File: src/rtl/tpu_pkg.sv
// Shared TPU DMA command constants: opcode values and the host request kind enum.
// Latency: n/a (package only).
// Backpressure: n/a (package only).
// Contents: OP_* opcode localparams, req_op_e, req_opcode() and cmd_word() helpers.
package tpu_pkg;

  localparam logic [3:0] OP_NOP       = 4'b0000;
  localparam logic [3:0] OP_FETCH_W   = 4'b0001;
  localparam logic [3:0] OP_FETCH_INP = 4'b0010;
  localparam logic [3:0] OP_FETCH_INS = 4'b0011;
  localparam logic [3:0] OP_START     = 4'b0100;

  localparam logic [6:0] MAX_LEN = 7'd64;

  typedef enum logic [1:0] {
    REQ_FETCH_W   = 2'd0,
    REQ_FETCH_INP = 2'd1,
    REQ_FETCH_INS = 2'd2,
    REQ_START     = 2'd3
  } req_op_e;

  function automatic logic [3:0] req_opcode(input req_op_e op);
    logic [3:0] opc;
    case (op)
      REQ_FETCH_W:   opc = OP_FETCH_W;
      REQ_FETCH_INP: opc = OP_FETCH_INP;
      REQ_FETCH_INS: opc = OP_FETCH_INS;
      default:       opc = OP_START;
    endcase
    return opc;
  endfunction

  // Command bus layout: opcode in [15:12], [11:6] reserved zero, address in [5:0].
  function automatic logic [15:0] cmd_word(input logic [3:0] opc, input logic [5:0] addr);
    return {opc, 6'b000000, addr};
  endfunction

endpackage

File: src/rtl/dma_cmd_gen.sv
// Host-side DMA command word generator: turns one request into a registered sequence of command words.
// Latency: word 0 on uio_out the cycle after acceptance; each word held HOLD_CYCLES cycles; done pulses one cycle after the last word.
// Backpressure: req_ready is high only in IDLE; req_valid at any other time is ignored, nothing is queued.
// Ports: clk/reset (sync, active-high); req_valid/req_ready/req_op/req_addr/req_len request side;
//        uio_out 16-bit command bus, busy (acceptance..DONE), done (one-cycle completion pulse).
// Build option: DMA_CMD_GEN_IDLE_GAP_EN inserts one NOP cycle between consecutive words.
module dma_cmd_gen
  import tpu_pkg::*;
#(
  parameter int HOLD_CYCLES = 1
) (
  input  logic        clk,
  input  logic        reset,
  input  logic        req_valid,
  output logic        req_ready,
  input  logic [1:0]  req_op,
  input  logic [5:0]  req_addr,
  input  logic [6:0]  req_len,
  output logic [15:0] uio_out,
  output logic        busy,
  output logic        done
);

  localparam logic [3:0] HOLD_LD = 4'(HOLD_CYCLES - 1);

`ifdef DMA_CMD_GEN_IDLE_GAP_EN
  typedef enum logic [1:0] {ST_IDLE = 2'd0, ST_ISSUE = 2'd1, ST_DONE = 2'd2, ST_GAP = 2'd3} state_e;
`else
  typedef enum logic [1:0] {ST_IDLE = 2'd0, ST_ISSUE = 2'd1, ST_DONE = 2'd2} state_e;
`endif

  state_e      state_q;
  logic [3:0]  opc_q;
  logic [5:0]  addr_q;
  logic [6:0]  left_q;    // words still to emit after the one currently on the bus
  logic [3:0]  hold_q;
  logic [15:0] uio_q;
  logic        busy_q;
  logic        done_q;

  req_op_e    op_d;
  logic [3:0] opc_d;
  logic [6:0] len_d;
  logic [5:0] addr_d;

  always_comb begin
    op_d   = req_op_e'(req_op);
    opc_d  = req_opcode(op_d);
    // Start always carries exactly one word; fetch lengths above 64 are clamped.
    if (op_d == REQ_START)       len_d = 7'd1;
    else if (req_len > MAX_LEN)  len_d = MAX_LEN;
    else                         len_d = req_len;
    addr_d = addr_q + 6'd1;      // 6-bit wrap 63 -> 0 is intended
  end

  always_ff @(posedge clk) begin
    if (reset) begin
      state_q <= ST_IDLE;
      opc_q   <= OP_NOP;
      addr_q  <= '0;
      left_q  <= '0;
      hold_q  <= '0;
      uio_q   <= '0;
      busy_q  <= 1'b0;
      done_q  <= 1'b0;
    end else begin
      case (state_q)
        ST_IDLE: begin
          if (req_valid) begin
            state_q <= ST_ISSUE;
            busy_q  <= 1'b1;
            opc_q   <= opc_d;
            addr_q  <= req_addr;
            if (len_d == 7'd0) begin
              // Zero-length: spend one ISSUE cycle with an idle bus, then DONE.
              left_q <= '0;
              hold_q <= '0;
              uio_q  <= cmd_word(OP_NOP, 6'd0);
            end else begin
              left_q <= 7'(len_d - 7'd1);
              hold_q <= HOLD_LD;
              uio_q  <= cmd_word(opc_d, req_addr);
            end
          end
        end
        ST_ISSUE: begin
          if (hold_q != 4'd0) begin
            hold_q <= hold_q - 4'd1;
          end else if (left_q == 7'd0) begin
            state_q <= ST_DONE;
            uio_q   <= cmd_word(OP_NOP, 6'd0);
            done_q  <= 1'b1;
          end else begin
`ifdef DMA_CMD_GEN_IDLE_GAP_EN
            state_q <= ST_GAP;
            uio_q   <= cmd_word(OP_NOP, 6'd0);
`else
            addr_q  <= addr_d;
            left_q  <= left_q - 7'd1;
            hold_q  <= HOLD_LD;
            uio_q   <= cmd_word(opc_q, addr_d);
`endif
          end
        end
`ifdef DMA_CMD_GEN_IDLE_GAP_EN
        ST_GAP: begin
          state_q <= ST_ISSUE;
          addr_q  <= addr_d;
          left_q  <= left_q - 7'd1;
          hold_q  <= HOLD_LD;
          uio_q   <= cmd_word(opc_q, addr_d);
        end
`endif
        ST_DONE: begin
          state_q <= ST_IDLE;
          busy_q  <= 1'b0;
          done_q  <= 1'b0;
        end
        default: begin
          state_q <= ST_IDLE;
          busy_q  <= 1'b0;
          done_q  <= 1'b0;
          uio_q   <= '0;
        end
      endcase
    end
  end

  assign req_ready = (state_q == ST_IDLE);
  assign uio_out   = uio_q;
  assign busy      = busy_q;
  assign done      = done_q;

endmodule
File: config.mk
export PLATFORM = sky130hd
export DESIGN_NAME = dma_cmd_gen
export DESIGN_NICKNAME = d
export VERILOG_FILES = /design/src/rtl/tpu_pkg.sv /design/src/rtl/dma_cmd_gen.sv
export SDC_FILE = /design/constraint.sdc
export NUM_CORES = 1
export LEC_CHECK = 0
export CAP_MARGIN = 20
export CORE_MARGIN = 10
export CORE_UTILIZATION = 52
export DETAILED_ROUTE_END_ITERATION = 12
export GPL_ROUTABILITY_DRIVEN = 1
export PLACE_DENSITY = 0.8
export SLEW_MARGIN = 20
export SYNTH_ARGS = -nofsm -noshare
export SYNTH_HDL_FRONTEND = slang
export SYNTH_SLANG_ARGS = --single-unit
File: constraint.sdc
create_clock -name clk -period 3.23 [get_ports clk]
set_input_delay 0.969 -clock clk [delete_from_list [all_inputs] [get_ports clk]]
set_output_delay 0.969 -clock clk [all_outputs]
set_load 0.02 [all_outputs]
# After elaboration in Yosys (flattened, before gate mapping)
# Cells that the tools add are included.
# word_totals
regBits,41
input_bits,18
output_inout_bits,19
wordCells,69
# op_classes
addsub,4
n_lt_le_gt_ge,1
n_eq_ne,10
mux,30
n_bitwise,3
reduce_logical,13
# op_table
cell,n
$mux W16,4
$pmux W16 S3,1
$mux W7,6
$mux W6,3
$logic_not A7 Y1,2
$pmux W7 S2,1
$sub A7 B1 Y7 const B,2
$mux W4,3
$pmux W6 S2,1
$reduce_and A3 Y1,4
$pmux W3 S3,1
$ne A2 B2 Y1 const B,4
$pmux W4 S2,1
$gt A7 B7 Y1 const B,1
$add A6 B1 Y6 const B,1
$eq A2 B2 Y1 const B,3
$mux W2,3
$eq A2 B1 Y1 const B,2
$logic_not A2 Y1,2
$pmux W1 S2,2
$pmux W2 S2,1
$reduce_and A2 Y1,2
$reduce_and A4 Y1,1
$reduce_bool A4 Y1,1
other kinds (5),9

# Longest topological paths before layout
# logic_depth
word_depth,7
ltp_mapped,10
depth_no_buf,8

# Worst setup path after synthesis
# OpenSTA, ideal clock, no wires.
# synth_timing
path_type,input to register
from,input req_op[0]
to,register uio_q[4] (netlist: uio_out[4])
setup_ns,0.122
arrival_time_ns,2.685
required_time_ns,3.108
slack_ns,0.423
cell_stages,9
n_path_buf,2
cell_sequence,ha_1 > a21oi_1 > ha_1 > clkbuf_1 > and3_1 > a21oi_1 > and3_1 > clkbuf_1 > a221o_1
# synth_between
elab_chain_len,6
# synth_lines
item,line,rtl
"start, declared",dma_cmd_gen.sv:16,"input logic [1:0] req_op,"
$eq A2 B2 Y1,dma_cmd_gen.sv:50,if (op_d == REQ_START) len_d = 7'd1;
$mux W7,dma_cmd_gen.sv:50,
$logic_not A7 Y1,dma_cmd_gen.sv:74,if (len_d == 7'd0) begin
$mux W16,dma_cmd_gen.sv:74,
$mux W16,dma_cmd_gen.sv:69,if (req_valid) begin
$pmux W16 S3,dma_cmd_gen.sv:67,case (state_q)
"end signal, assigned",dma_cmd_gen.sv:78,"uio_q <= cmd_word(OP_NOP, 6'd0);"
"end signal, assigned",dma_cmd_gen.sv:82,"uio_q <= cmd_word(opc_d, req_addr);"
"end signal, assigned",dma_cmd_gen.sv:91,"uio_q <= cmd_word(OP_NOP, 6'd0);"
"end, declared",dma_cmd_gen.sv:37,logic [15:0] uio_q;
# No other way between the ends. The select of a mux whose other input is x is not followed.
# A chain may end at the register's enable or synchronous reset.

# Worst setup path after layout
# layout_timing
from,input req_op[1]
to,register uio_q[0] (netlist: uio_out[0])
# The elaborated chain is that of the path after synthesis.

==> run metrics <==
area growth from synthesis to layout 23.1%; cts bufs inserted 5; num ports 37; core area 0.00363 sq mm; Max clock buf depth 2; status complete, no violations; Remaining DRCs 0; yosys warns 0; Slew @ Worst Pin 0.789 ns; crit share post-route 90.6%; #FFs+latches synth 33; largest net degree at the start of global routing 25; Mapped Avg Cell Area 8.09 sq um; internal power 1.24 mW; Total Wirelength 4990 um; Crit Path Max Fanout 8; Post-Syn Area 0.00194 sq mm; Seq pwr share 30.8%; die height 81.1 um; Post-synth top flop dfxtp_1; Rel. slew slack 47.4%; Slew Viols, Final 0; final net count 298; RSZ-0062 raised after global routing no; critical path data required time 3.41 ns; die area 0.00658 sq mm; Max Cap Viol 0; P_leak 0.970 nW; Crit. End Element register; sw power 0.886 mW; Switching Fraction 41.6%; commonest non-fill, non-tap cell in the layout dfxtp_1; clock-pin slew on the worst setup and hold paths 0.07 ns; combinational share of power 50.0%; Final GP Congestion 0.972; CTS tree done; clock latency on the worst-skew pair 0.29 ns; setup TNS 0 ns; Netlist cell types 48; HPWL Detailed 3620 um; Placed Instances 312; Min Clock Period, post-route 2.93 ns; non-filler cells, final 320; hold-fix buffers at CTS 0; synthesized instance count 240; Initial Util 53.4%; DIE WIDTH 81.1 um; Resized Gates After CTS 0; f_max 0.342 GHz; first-pass GRT wire length 8020 um; worst endpoint data arrival time 3.10 ns; power share of the clock group 19.1%; Sink Count 33; HP Class reg -> reg; Seq/Total Area, Yosys 34.0%; drt via density 5.80; GRT Total Usage 15.3%; Post-CTS Setup Repair Bufs 0; Ant. Diodes 0; DRT antenna net count 0; power per cell area 891 mW/mm^2; number of H-tree levels 2; Root Driver clkbuf_8; # rows 22; element type at the critical path start input port; number of global-route vias before repair 1,691; Post-synth EDFFs 0; crit path kind in -> reg; Worst IR Drop VDD 0.541 mV; port bufs 29; clk_skew 0.00509 ns; worst hold margin 0.464 ns; via count 1,857; most frequent cells in the layout 33 x dfxtp_1, 29 x clkdlybuf4s50_1, 23 x nor2_1, 22 x a21oi_1, 20 x nand2_1; Wirelength per Cell 15.6 um; initial antenna violation count 0; final hold violations 0; final number of setup-violating endpoints 0; DR iter-0 viols 188; first drt pass iteration count 4; layout cells sized above 1 7.72%; gr ovfl total 0; share of flip-flops with an asynchronous set or reset 0%
==> final timing paths <==
kind / from / to / slack (ns) / cells past startpoint
worst max register to register: hold_q[0] / uio_out[0] / 1.20 / 7
worst min register to register: opc_q[2] / opc_q[2] / 0.46 / 2
worst max-delay path: req_op[1] / uio_out[0] / 0.30 / 9
worst min-delay path: opc_q[2] / opc_q[2] / 0.46 / 2
==> synth_stat cells, drive strengths merged, types with 2 or more instances <==
master / n / area [sq um]
nor3: 7 / 40.0
a21o: 4 / 30.0
a211oi: 3 / 22.5
nor4: 2 / 12.5
clkbuf: 9 / 33.8
inv: 11 / 41.3
dfxtp: 33 / 661
a221o: 5 / 50.1
xnor2: 4 / 35.0
a22o: 5 / 43.8
nor2: 23 / 86.3
xor2: 3 / 26.3
o32ai: 5 / 43.8
a311oi: 2 / 17.5
nand2b: 8 / 50.1
nand3: 10 / 50.1
o21ai: 10 / 50.1
ha: 9 / 113
buf: 10 / 67.6
nand2: 20 / 75.1
mux2i: 2 / 20.0
nor2b: 5 / 31.3
a31oi: 2 / 12.5
o21bai: 2 / 26.3
and3: 4 / 25.0
a21oi: 22 / 110
o22ai: 2 / 12.5
==> worst max-delay path, stage by stage <==
cell and delay (ns):
clkdlybuf4s50_1 0.50, ha_1 0.28, inv_1 0.11, nand3_1 0.08
ha_1 0.17, and3_1 0.22, a21oi_1 0.08, and3_1 0.30
a221o_1 0.38
==> cells by family (layout without fill, tap and decap cells) <==
kind of cell             after synthesis  count (layout)  synth area share [%]
XOR/XNOR                               7               7                  3.16
flip-flops                            33              33                  34.0
adder cells (fa/ha/maj)                9               9                  5.80
multiplexers                           2               2                  1.03
AND/OR/NAND/NOR                       89              89                  23.7
other                                  1               7                 0.193
buffers and inverters                 30              56                  7.35
AO/OA/AOI/OAI                         69              69                  24.7
==> power groups by stage <==
| stage | logic, mW | registers (mW) | clock network [mW] |
|---|---|---|---|
| after detailed placement | 1.05 | 0.662 | 0 |
| final | 1.07 | 0.656 | 0.408 |
| after global placement | 1.04 | 0.659 | 0 |
| after global routing | 1.17 | 0.676 | 0.431 |
| after floorplan | 0.718 | 0.679 | 0 |
| after CTS | 1.06 | 0.655 | 0.410 |
==> flip-flops by register name, summed over array words and instances (netlist names) <==
| signal | flops |
|---|---|
| uio_out | 9 |
| left_q | 7 |
| addr_q | 6 |
| hold_q | 4 |
| opc_q | 3 |
| state_q | 2 |
| busy | 1 |
| done | 1 |
==> cell type report <==
| class | count | area (sq um) |
|---|---|---|
| Multi-Input combinational cell | 183 | 1160 |
| Tap cell | 48 | 60.1 |
| Clock inverter | 1 | 30.0 |
| Clock buffer | 7 | 86.3 |
| Timing Repair Buffer | 37 | 350 |
| Inverter | 11 | 41.3 |
| Sequential cell | 33 | 661 |
| Fill cell | 332 | 1240 |
==> metrics by stage <==
step	total power [mW]	util, %	setup slack, ns	area [sq um]
floorplan	1.40	-	0.423	1960
detailed placement	1.72	62.6	0.0349	2270
global route	2.28	65.8	0.175	2390
finish	2.13	65.8	0.304	2390
CTS	2.12	65.8	0.340	2390
global placement	1.70	62.6	0.140	2270
==> layer usage <==
layer | global-route usage, % | part of all wire (%) | vias to the layer above
li1 | - | - | 911
met1 | 20.4 | 46 | 861
met4 | 7.44 | 2.3 | 0
met2 | 21.8 | 43 | 72
met3 | 4.86 | 8.4 | 13
met5 | 0 | 0 | -
Note: power is estimated with default switching activity, not from simulation.
